## config.mk

```make
export PLATFORM = sky130hd
export DESIGN_NAME = stream_demux_1to2_flat
export DESIGN_NICKNAME = d
export VERILOG_FILES = /design/src/rtl/stream_demux_pkg.sv /design/src/rtl/stream_demux_1to2_if.sv /design/src/rtl/stream_demux_1to2_out_slot.sv /design/src/rtl/stream_demux_1to2.sv /design/src/flat_wrapper.sv
export SDC_FILE = /design/constraint.sdc
export NUM_CORES = 1
export LEC_CHECK = 0
export CAP_MARGIN = 10
export CORE_MARGIN = 10
export CORE_UTILIZATION = 50
export DETAILED_ROUTE_END_ITERATION = 6
export DONT_BUFFER_PORTS = 1
export PLACE_DENSITY = 0.73
export SYNTH_ARGS = -nofsm -noshare
export SYNTH_HDL_FRONTEND = slang
export SYNTH_SLANG_ARGS = --single-unit
```

## constraint.sdc

```tcl
create_clock -name clk -period 1.9 [get_ports clk]
set_clock_uncertainty 0.1 [all_clocks]
set_input_delay 0.57 -clock clk [delete_from_list [all_inputs] [get_ports clk]]
set_output_delay 0.57 -clock clk [all_outputs]
set_load 0.005 [all_outputs]
```

## src/rtl/stream_demux_pkg.sv

```systemverilog
// Shared constants and types for the 1-to-2 stream demultiplexer.
// Latency: n/a (declarations only).
// Backpressure: n/a (declarations only).
package stream_demux_pkg;

  // sel_i encoding: which output port receives the input beat
  localparam logic SEL_A = 1'b0;
  localparam logic SEL_B = 1'b1;

  // Default widths for payload and per-port delivered-beat counters
  localparam int DEF_DATA_W = 8;
  localparam int DEF_CNT_W  = 16;

  // Output slot occupancy
  typedef enum logic {
    SLOT_EMPTY = 1'b0,
    SLOT_FULL  = 1'b1
  } slot_state_e;

endpackage

```

## src/rtl/stream_demux_1to2_if.sv

```systemverilog
// Handshake/payload bundle for the 1-to-2 demux: one input stream, two output streams, two counters.
// Latency: n/a (wiring only).
// Backpressure: valid/ready on every stream; slave = demux side, master = producer/consumer side.
interface stream_demux_1to2_if #(
  parameter int DATA_W = stream_demux_pkg::DEF_DATA_W,
  parameter int CNT_W  = stream_demux_pkg::DEF_CNT_W
);

  logic              in_valid_i;
  logic              in_ready_o;
  logic [DATA_W-1:0] data_i;
  logic              sel_i;

  logic              a_valid_o;
  logic              a_ready_i;
  logic [DATA_W-1:0] a_data_o;

  logic              b_valid_o;
  logic              b_ready_i;
  logic [DATA_W-1:0] b_data_o;

  logic [CNT_W-1:0]  a_cnt_o;
  logic [CNT_W-1:0]  b_cnt_o;

  modport slave (
    input  in_valid_i, data_i, sel_i, a_ready_i, b_ready_i,
    output in_ready_o, a_valid_o, a_data_o, b_valid_o, b_data_o, a_cnt_o, b_cnt_o
  );

  modport master (
    output in_valid_i, data_i, sel_i, a_ready_i, b_ready_i,
    input  in_ready_o, a_valid_o, a_data_o, b_valid_o, b_data_o, a_cnt_o, b_cnt_o
  );

endinterface

```

## src/rtl/stream_demux_1to2_out_slot.sv

```systemverilog
// One-entry output holding register (EMPTY/FULL) for one demux port.
// Latency: 1 cycle from load to valid; drain and reload in the same cycle leave no bubble.
// Backpressure: o_can_accept = empty or being drained this cycle; data frozen while full and not ready.
module demux_out_slot
  import stream_demux_pkg::*;
#(
  parameter int DATA_W = DEF_DATA_W
) (
  input  logic              clk,
  input  logic              reset_n,
  input  logic              i_load,
  input  logic [DATA_W-1:0] i_data,
  input  logic              i_ready,
  output logic              o_valid,
  output logic [DATA_W-1:0] o_data,
  output logic              o_can_accept
);

  slot_state_e       r_state;
  slot_state_e       w_state_nxt;
  logic [DATA_W-1:0] r_data;
  logic              w_drain;

  assign w_drain = (r_state == SLOT_FULL) & i_ready;

  // Occupancy register; async reset discards any held beat immediately
  always_ff @(posedge clk or negedge reset_n) begin
    if (!reset_n) r_state <= SLOT_EMPTY;
    else          r_state <= w_state_nxt;
  end

  // Next occupancy: a load always leaves the slot full, a drain alone empties it
  always_comb begin
    w_state_nxt = r_state;
    case (r_state)
      SLOT_EMPTY: if (i_load)              w_state_nxt = SLOT_FULL;
      SLOT_FULL:  if (w_drain && !i_load)  w_state_nxt = SLOT_EMPTY;
      default:                             w_state_nxt = SLOT_EMPTY;
    endcase
  end

  // Payload register; only written on load so it holds steady under back-pressure
  always_ff @(posedge clk or negedge reset_n) begin
    if (!reset_n)    r_data <= '0;
    else if (i_load) r_data <= i_data;
  end

  assign o_valid      = (r_state == SLOT_FULL);
  assign o_data       = r_data;
  assign o_can_accept = (r_state == SLOT_EMPTY) | i_ready;

endmodule

```

## src/rtl/stream_demux_1to2.sv

```systemverilog
// Registered 1-to-2 stream demux: sel_i routes each input beat to port A (0) or B (1). Optional macro DEMUX_CNT_EN.
// Latency: 1 cycle from input acceptance to valid on the selected port.
// Backpressure: in_ready_o follows only the selected port's slot; a stalled other port never blocks it.
module stream_demux_1to2
  import stream_demux_pkg::*;
#(
  parameter int DATA_W = DEF_DATA_W,
  parameter int CNT_W  = DEF_CNT_W
) (
  input logic                clk,
  input logic                reset_n,
  stream_demux_1to2_if.slave bus
);

  logic w_sel_b;
  logic w_a_can;
  logic w_b_can;
  logic w_in_ready;
  logic w_a_load;
  logic w_b_load;

  assign w_sel_b    = (bus.sel_i == SEL_B);
  // Ready is held low during reset so nothing is accepted across the reset release edge
  assign w_in_ready = reset_n & (w_sel_b ? w_b_can : w_a_can);
  assign w_a_load   = bus.in_valid_i & w_in_ready & ~w_sel_b;
  assign w_b_load   = bus.in_valid_i & w_in_ready &  w_sel_b;

  assign bus.in_ready_o = w_in_ready;

  demux_out_slot #(.DATA_W(DATA_W)) u_slot_a (
    .clk          (clk),
    .reset_n      (reset_n),
    .i_load       (w_a_load),
    .i_data       (bus.data_i),
    .i_ready      (bus.a_ready_i),
    .o_valid      (bus.a_valid_o),
    .o_data       (bus.a_data_o),
    .o_can_accept (w_a_can)
  );

  demux_out_slot #(.DATA_W(DATA_W)) u_slot_b (
    .clk          (clk),
    .reset_n      (reset_n),
    .i_load       (w_b_load),
    .i_data       (bus.data_i),
    .i_ready      (bus.b_ready_i),
    .o_valid      (bus.b_valid_o),
    .o_data       (bus.b_data_o),
    .o_can_accept (w_b_can)
  );

`ifdef DEMUX_CNT_EN
  logic [CNT_W-1:0] r_a_cnt;
  logic [CNT_W-1:0] r_b_cnt;

  // Delivered-beat counters, one per port; free-running wrap, no saturation
  always_ff @(posedge clk or negedge reset_n) begin
    if (!reset_n) begin
      r_a_cnt <= '0;
      r_b_cnt <= '0;
    end else begin
      if (bus.a_valid_o & bus.a_ready_i) r_a_cnt <= r_a_cnt + CNT_W'(1);
      if (bus.b_valid_o & bus.b_ready_i) r_b_cnt <= r_b_cnt + CNT_W'(1);
    end
  end

  assign bus.a_cnt_o = r_a_cnt;
  assign bus.b_cnt_o = r_b_cnt;
`else
  assign bus.a_cnt_o = '0;
  assign bus.b_cnt_o = '0;
`endif

endmodule

```

## src/flat_wrapper.sv

```systemverilog
// flat-port wrapper written by rule: the top's interface ports become plain ports
module stream_demux_1to2_flat import stream_demux_pkg::*;
#(
  parameter int DATA_W = DEF_DATA_W,
  parameter int CNT_W  = DEF_CNT_W
)
  (clk, reset_n, bus_in_valid_i, bus_data_i, bus_sel_i, bus_a_ready_i, bus_b_ready_i, bus_in_ready_o, bus_a_valid_o, bus_a_data_o, bus_b_valid_o, bus_b_data_o, bus_a_cnt_o, bus_b_cnt_o);
  stream_demux_1to2_if #(.DATA_W(DATA_W), .CNT_W(CNT_W)) bus_i ();
  input logic clk;
  input logic reset_n;
  input wire logic [$bits(bus_i.in_valid_i)-1:0] bus_in_valid_i;
  input wire logic [$bits(bus_i.data_i)-1:0] bus_data_i;
  input wire logic [$bits(bus_i.sel_i)-1:0] bus_sel_i;
  input wire logic [$bits(bus_i.a_ready_i)-1:0] bus_a_ready_i;
  input wire logic [$bits(bus_i.b_ready_i)-1:0] bus_b_ready_i;
  output wire logic [$bits(bus_i.in_ready_o)-1:0] bus_in_ready_o;
  output wire logic [$bits(bus_i.a_valid_o)-1:0] bus_a_valid_o;
  output wire logic [$bits(bus_i.a_data_o)-1:0] bus_a_data_o;
  output wire logic [$bits(bus_i.b_valid_o)-1:0] bus_b_valid_o;
  output wire logic [$bits(bus_i.b_data_o)-1:0] bus_b_data_o;
  output wire logic [$bits(bus_i.a_cnt_o)-1:0] bus_a_cnt_o;
  output wire logic [$bits(bus_i.b_cnt_o)-1:0] bus_b_cnt_o;
  assign bus_i.in_valid_i = bus_in_valid_i;
  assign bus_i.data_i = bus_data_i;
  assign bus_i.sel_i = bus_sel_i;
  assign bus_i.a_ready_i = bus_a_ready_i;
  assign bus_i.b_ready_i = bus_b_ready_i;
  assign bus_in_ready_o = bus_i.in_ready_o;
  assign bus_a_valid_o = bus_i.a_valid_o;
  assign bus_a_data_o = bus_i.a_data_o;
  assign bus_b_valid_o = bus_i.b_valid_o;
  assign bus_b_data_o = bus_i.b_data_o;
  assign bus_a_cnt_o = bus_i.a_cnt_o;
  assign bus_b_cnt_o = bus_i.b_cnt_o;
  stream_demux_1to2 #(.DATA_W(DATA_W), .CNT_W(CNT_W)) u_core (.clk(clk), .reset_n(reset_n), .bus(bus_i));
endmodule
```

After elaboration in Yosys (flattened, before gate mapping):

Cells that the tools add are included.

* divide/modulo/power cells: 0
* equal/unequal tests: 0
* add/sub/neg operators: 0
* reduce and logical (&&, ||, !) cells: 4
* shift operators: 0
* $mul: 0
* multiplexer cells: 7
* $lt $le $gt $ge: 0
* bitwise operators: 11

Operators by type and width (count)
* 1-bit AND: 6
* 1-bit 2-to-1 mux: 5
* 1-bit one-hot mux with 2 select lines: 2
* 1-bit inverter: 3
* 1-bit logical AND: 2
* 1-bit zero test: 2
* 1-bit OR: 2

* memory bits (read-only): 0
* RAM bits: 0
* bits in registers: 18
* bits in latches: 0
* output and inout port bits: 51
* word-level logic and storage cells: 26
* memories: 0

Longest topological paths before layout:

* word-level depth: 10
* depth in mapped cells: 4

By module:

From an unflattened synthesis, not the netlist that was laid out.

* cells, all modules: 79
* area, all modules: 1022.2 µm²

Modules (own cells, without submodules)
* demux_out_slot: times used 2, seq. area each 225.2 µm², cells an instance 20, area each 369.1 µm²
* stream_demux_1to2: times used 1, seq. area each 0.0 µm², cells an instance 39, area each 284.0 µm²

Least setup slack after synthesis:

No wires, ideal clock.

* path type: input to register
* start point: input port bus_a_ready_i
* end point: register u_core.u_slot_a.r_data[0], in the netlist u_core.u_slot_a.o_data[0]
* buffers on the path: 0
* stages: 3
* path slack: 0.292 ns
* arrival time: 1.384 ns
* path through: nand2b_1 > nor3b_4 > mux2_2

* longest elaborated chain between the ends: 5

RTL lines
* from (decl): RTL line flat_wrapper.sv:14 `input wire logic [$bits(bus_i.a_ready_i)-1:0] bus_a_ready_i;`
* 1-bit OR: RTL line stream_demux_1to2_out_slot.sv:50 `assign o_can_accept = (r_state == SLOT_EMPTY) | i_ready;`
* 1-bit 2-to-1 mux: RTL line stream_demux_1to2.sv:24 `assign w_in_ready = reset_n & (w_sel_b ? w_b_can : w_a_can);`
* 1-bit AND: RTL line stream_demux_1to2.sv:24
* 1-bit AND (2 in series): RTL line stream_demux_1to2.sv:25 `assign w_a_load = bus.in_valid_i & w_in_ready & ~w_sel_b;`
* to (signal assigned): RTL line stream_demux_1to2_out_slot.sv:45 `else if (i_load) r_data <= i_data;`
* to (decl): RTL line stream_demux_1to2_out_slot.sv:21 `logic [DATA_W-1:0] r_data;`

No other way between the ends.
A chain may end at the register's enable or synchronous reset.

Final worst setup path:

* start point: register u_core.u_slot_b.r_state, in the netlist u_core.u_slot_b.o_valid
* end point: output port bus_in_ready_o

* longest elaborated chain between the ends: 4

RTL lines
* from (decl): RTL line stream_demux_1to2_out_slot.sv:19 `slot_state_e r_state;`
* from (signal assigned): RTL line stream_demux_1to2_out_slot.sv:29 `else r_state <= w_state_nxt;`
* 1-bit inverter: RTL line stream_demux_1to2_out_slot.sv:50
* 1-bit OR: RTL line stream_demux_1to2_out_slot.sv:50
* 1-bit 2-to-1 mux: RTL line stream_demux_1to2.sv:24
* 1-bit AND: RTL line stream_demux_1to2.sv:24
* to (decl): RTL line flat_wrapper.sv:16 `output wire logic [$bits(bus_i.in_ready_o)-1:0] bus_in_ready_o;`

No other way between the ends.

==> impl_metrics.prom <==
# TYPE chip_impl_metric gauge
chip_impl_info{name="result_of_the_run",value="finished, final reports clean"} 1
chip_impl_metric{name="worst_hold_path_stage_count",unit=""} 1
chip_impl_metric{name="grt_pass1_vias",unit=""} 541
chip_impl_info{name="critical_path_class",value="register to primary output"} 1
chip_impl_metric{name="cell_count_after_synthesis",unit=""} 78
chip_impl_metric{name="chipHeight",unit="µm"} 63.67
chip_impl_info{name="cp-start-kind",value="register"} 1
chip_impl_metric{name="final_layout_size_suffix_gt1_share",unit="%"} 29.41
chip_impl_metric{name="clock_latency",unit="ns"} 0.28
chip_impl_metric{name="finalSetupViolations",unit=""} 0
chip_impl_info{name="worstReg2RegEnd",value="u_core.u_slot_a.o_data[5]"} 1
chip_impl_metric{name="num_rows",unit=""} 15
chip_impl_metric{name="max_cap_viols",unit=""} 0
chip_impl_metric{name="r2r_setup_slack",unit="ns"} 0.45
chip_impl_metric{name="detail_route.vias_per_cell",unit=""} 4.273
chip_impl_metric{name="clk_pin_slew_worst_paths",unit="ns"} 0.09
chip_impl_metric{name="cts_buffers",unit=""} 3
chip_impl_info{name="grt_busiest_layer",value="met2"} 1
chip_impl_metric{name="cts_resized",unit=""} 0
chip_impl_metric{name="synth_area_in_compound_gates",unit="%"} 0.5249
chip_impl_metric{name="overflow",unit=""} 0
chip_impl_metric{name="fin_setup_tns",unit="ns"} 0
chip_impl_metric{name="ys_types",unit=""} 11
chip_impl_metric{name="initial_core_util",unit="%"} 54.04
chip_impl_info{name="cp_slowest_cell",value="dfrtp_1"} 1
chip_impl_metric{name="floorplan.die.width",unit="µm"} 63.67
chip_impl_metric{name="syn_area_per_cell",unit="µm²"} 12.22
chip_impl_metric{name="cts.htree.levels",unit=""} 1
chip_impl_metric{name="wirelength",unit="µm"} 1828
chip_impl_metric{name="cpPeakStageDelay",unit="ns"} 0.41
chip_impl_metric{name="netlist_area",unit="µm²"} 953.4
chip_impl_metric{name="floorplan.die_area",unit="mm²"} 0.004053
chip_impl_info{name="layout_commonest_cell",value="conb_1"} 1
chip_impl_metric{name="antennaDiodeCount",unit=""} 0
chip_impl_metric{name="firstDrtPassIters",unit=""} 2
chip_impl_metric{name="core_region_area",unit="mm²"} 0.001764
chip_impl_metric{name="first_pass_grt_wire_length",unit="µm"} 2829
chip_impl_metric{name="area_delta_synth_final",unit="%"} -2.493
chip_impl_metric{name="io_buffer_count",unit=""} 0
chip_impl_metric{name="post_synth_mux_area_share",unit="%"} 19.95
chip_impl_info{name="hp-start",value="bus_sel_i"} 1
chip_impl_metric{name="worstMarginPinSlew",unit="ns"} 0.7680
chip_impl_metric{name="gp_congestion",unit=""} 0.7333
chip_impl_info{name="tritoncts_clock_tree",value="yes"} 1
chip_impl_metric{name="static-leakage-power",unit="nW"} 0.4555
chip_impl_metric{name="yosysSeqAreaShare",unit="%"} 47.24
chip_impl_metric{name="post_synth_xor_area_fraction",unit="%"} 0
chip_impl_metric{name="drv_slew",unit=""} 0
chip_impl_metric{name="final.period_utilization",unit="%"} 90.42
chip_impl_info{name="min_path_type",value="input pin to register"} 1
chip_impl_metric{name="io_pins",unit=""} 65
chip_impl_metric{name="fin_hold_ws",unit="ns"} 0.3078
chip_impl_metric{name="wl_per_cell",unit="µm"} 16.62
chip_impl_metric{name="number_of_buffers_on_the_longest_clock_path",unit=""} 2
chip_impl_metric{name="use_met3",unit="%"} 10.07
chip_impl_info{name="largest_family_of_logic_cells_by_synthesized_area",value="buffers and inverters"} 1
chip_impl_metric{name="power_density",unit="mW/mm²"} 928.1
chip_impl_metric{name="global_route.usage.met1",unit="%"} 6.370
chip_impl_metric{name="post_synth_fa_ha_maj_area_fraction",unit="%"} 0
chip_impl_info{name="hold-path-endpoint",value="u_core.u_slot_a.o_valid"} 1
chip_impl_metric{name="reg2regPathDepth",unit=""} 4
chip_impl_metric{name="number_of_storage_elements_in_the_synthesis_netlist",unit=""} 18
chip_impl_metric{name="route.detailed.drc",unit=""} 0
chip_impl_info{name="worst_r2r_startpoint",value="u_core.u_slot_a.o_valid"} 1
chip_impl_metric{name="worstPathMaxFanout",unit=""} 3
chip_impl_metric{name="critPathRequiredTime",unit="ns"} 1.23
chip_impl_metric{name="final_hold_viol_count",unit=""} 0
chip_impl_metric{name="dpl-instance-area",unit="µm²"} 883.3
chip_impl_metric{name="yosys_warnings",unit=""} 0
chip_impl_metric{name="post_synth_and_or_nand_nor_area_fraction",unit="%"} 5.906
chip_impl_metric{name="grt_antenna_before_repair",unit=""} 0
chip_impl_metric{name="clock.fmax",unit="GHz"} 0.5821
chip_impl_metric{name="num_vias",unit=""} 470
chip_impl_metric{name="numPlacedInstances",unit=""} 105
chip_impl_metric{name="detail_route.iter0.violations",unit=""} 4
chip_impl_info{name="setup_repair_after_global_routing_missed_its_margin",value="no"} 1
chip_impl_metric{name="pin_count_of_the_biggest_net_entering_global_routing",unit=""} 19
chip_impl_metric{name="max_rail_drop_vdd",unit="V"} 0.0006421
chip_impl_info{name="final_cell_mix",value="32 x conb_1, 18 x dfrtp_1, 16 x mux2_2"} 1
chip_impl_metric{name="layout.nets",unit=""} 100
chip_impl_info{name="cts_root_buffer",value="clkbuf_4"} 1
chip_impl_metric{name="post-route-min-period",unit="ns"} 1.718
chip_impl_metric{name="worst_ep_arrival_time",unit="ns"} 1.05
chip_impl_metric{name="post-dp-hpwl",unit="µm"} 1573
chip_impl_metric{name="numClockSinks",unit=""} 18
chip_impl_info{name="crit_path_cell_trace",value="nand2b_1 -> mux2i_1 -> nor2b_1"} 1
chip_impl_metric{name="drtAntennaViolNets",unit=""} 0
chip_impl_metric{name="finalInstanceArea",unit="µm²"} 929.6
chip_impl_metric{name="grt.total_usage",unit="%"} 8.713
chip_impl_metric{name="instances_no_fill",unit=""} 110
chip_impl_metric{name="timing.max_slew.rel_slack",unit="%"} 48.63
chip_impl_info{name="endpoint_kind",value="primary output"} 1
chip_impl_metric{name="groute.layer.met2.usage",unit="%"} 14.32
sequential cells by signal (all words and copies together) (netlist names):
signal / count
u_core.u_slot_b.o_valid: 1
u_core.u_slot_a.o_valid: 1
u_core.u_slot_a.o_data: 8
u_core.u_slot_b.o_data: 8
routing by layer:
metal / share of wire, % / vias up
met2: 49 / 40
met1: 28 / 227
li1: - / 203
met4: 0 / 0
met5: 0 / -
met3: 23 / 0
cell families after synthesis:
kind of cell,count (synthesis)
AOI/OAI and AO/OA,1
buffers and inverters,33
DFF,18
muxes,17
other,1
and+or+nand+nor,8
how the worst max path moves through the flow:
stage,from,to,slack [ns],cells past startpoint
3_3_place_gp,bus_a_ready_i,u_core.u_slot_a.o_data[0],0.28,4
4_1_cts,u_core.u_slot_b.o_valid,bus_in_ready_o,0.13,3
2_1_floorplan,bus_a_ready_i,u_core.u_slot_a.o_data[0],0.29,3
6_report,u_core.u_slot_b.o_valid,bus_in_ready_o,0.18,3
5_1_grt,u_core.u_slot_b.o_valid,bus_in_ready_o,0.06,3
3_5_place_dp,bus_a_ready_i,u_core.u_slot_a.o_data[5],0.25,4
per-stage QoR:
stage / worst slack, ns / util (%) / total power, mW
global placement: 0.2758 / 50.07 / 0.6339
global route: 0.05626 / 52.70 / 0.9228
CTS: 0.1329 / 52.70 / 0.8778
detailed placement: 0.2529 / 50.07 / 0.6401
finish: 0.1819 / 52.70 / 0.8628
floorplan: 0.2915 / - / 0.6505
layout make-up:
cell class                      instances  area (µm²)
Timing Repair Buffer                    5       40.04
Sequential cell                        18       450.4
Clock buffer                            4       36.28
Fill cell                             164       834.6
Tap cell                               25       31.28
Multi-Input combinational cell         58       371.6
power breakdown:
part	internal [mW]	total (mW)	switching (mW)
logic	0.0667	0.118	0.0513
clock network	0.117	0.226	0.109
registers	0.459	0.519	0.0604
total	0.642	0.863	0.221
cell usage after synthesis:
master,count,area share (%)
buf_4,33,26
dfrtp_1,18,47
mux2_2,16,19
nand2_1,2,0.79
nand2b_1,2,1.3
nor2b_1,2,1.3
conb_1,1,0.39
mux2i_1,1,1.0
nand3_1,1,0.52
nor3b_4,1,2.0
o21ai_0,1,0.52
worst max-delay path: cells and delay by family, from the launching register on:
| family | cells | cell delay (ns) |
|---|---|---|
| multiplexers | 1 | 0.08 |
| flip-flops | 1 | 0.41 |
| AND/OR/NAND/NOR | 2 | 0.28 |
timing repair:
action / 4_1_cts / 5_1_grt
endpoints found under the hold margin: 18 / 0
buffers inserted: 0 / 0
hold buffers: 1 / 0
Power figures use the tool's default switching activity.
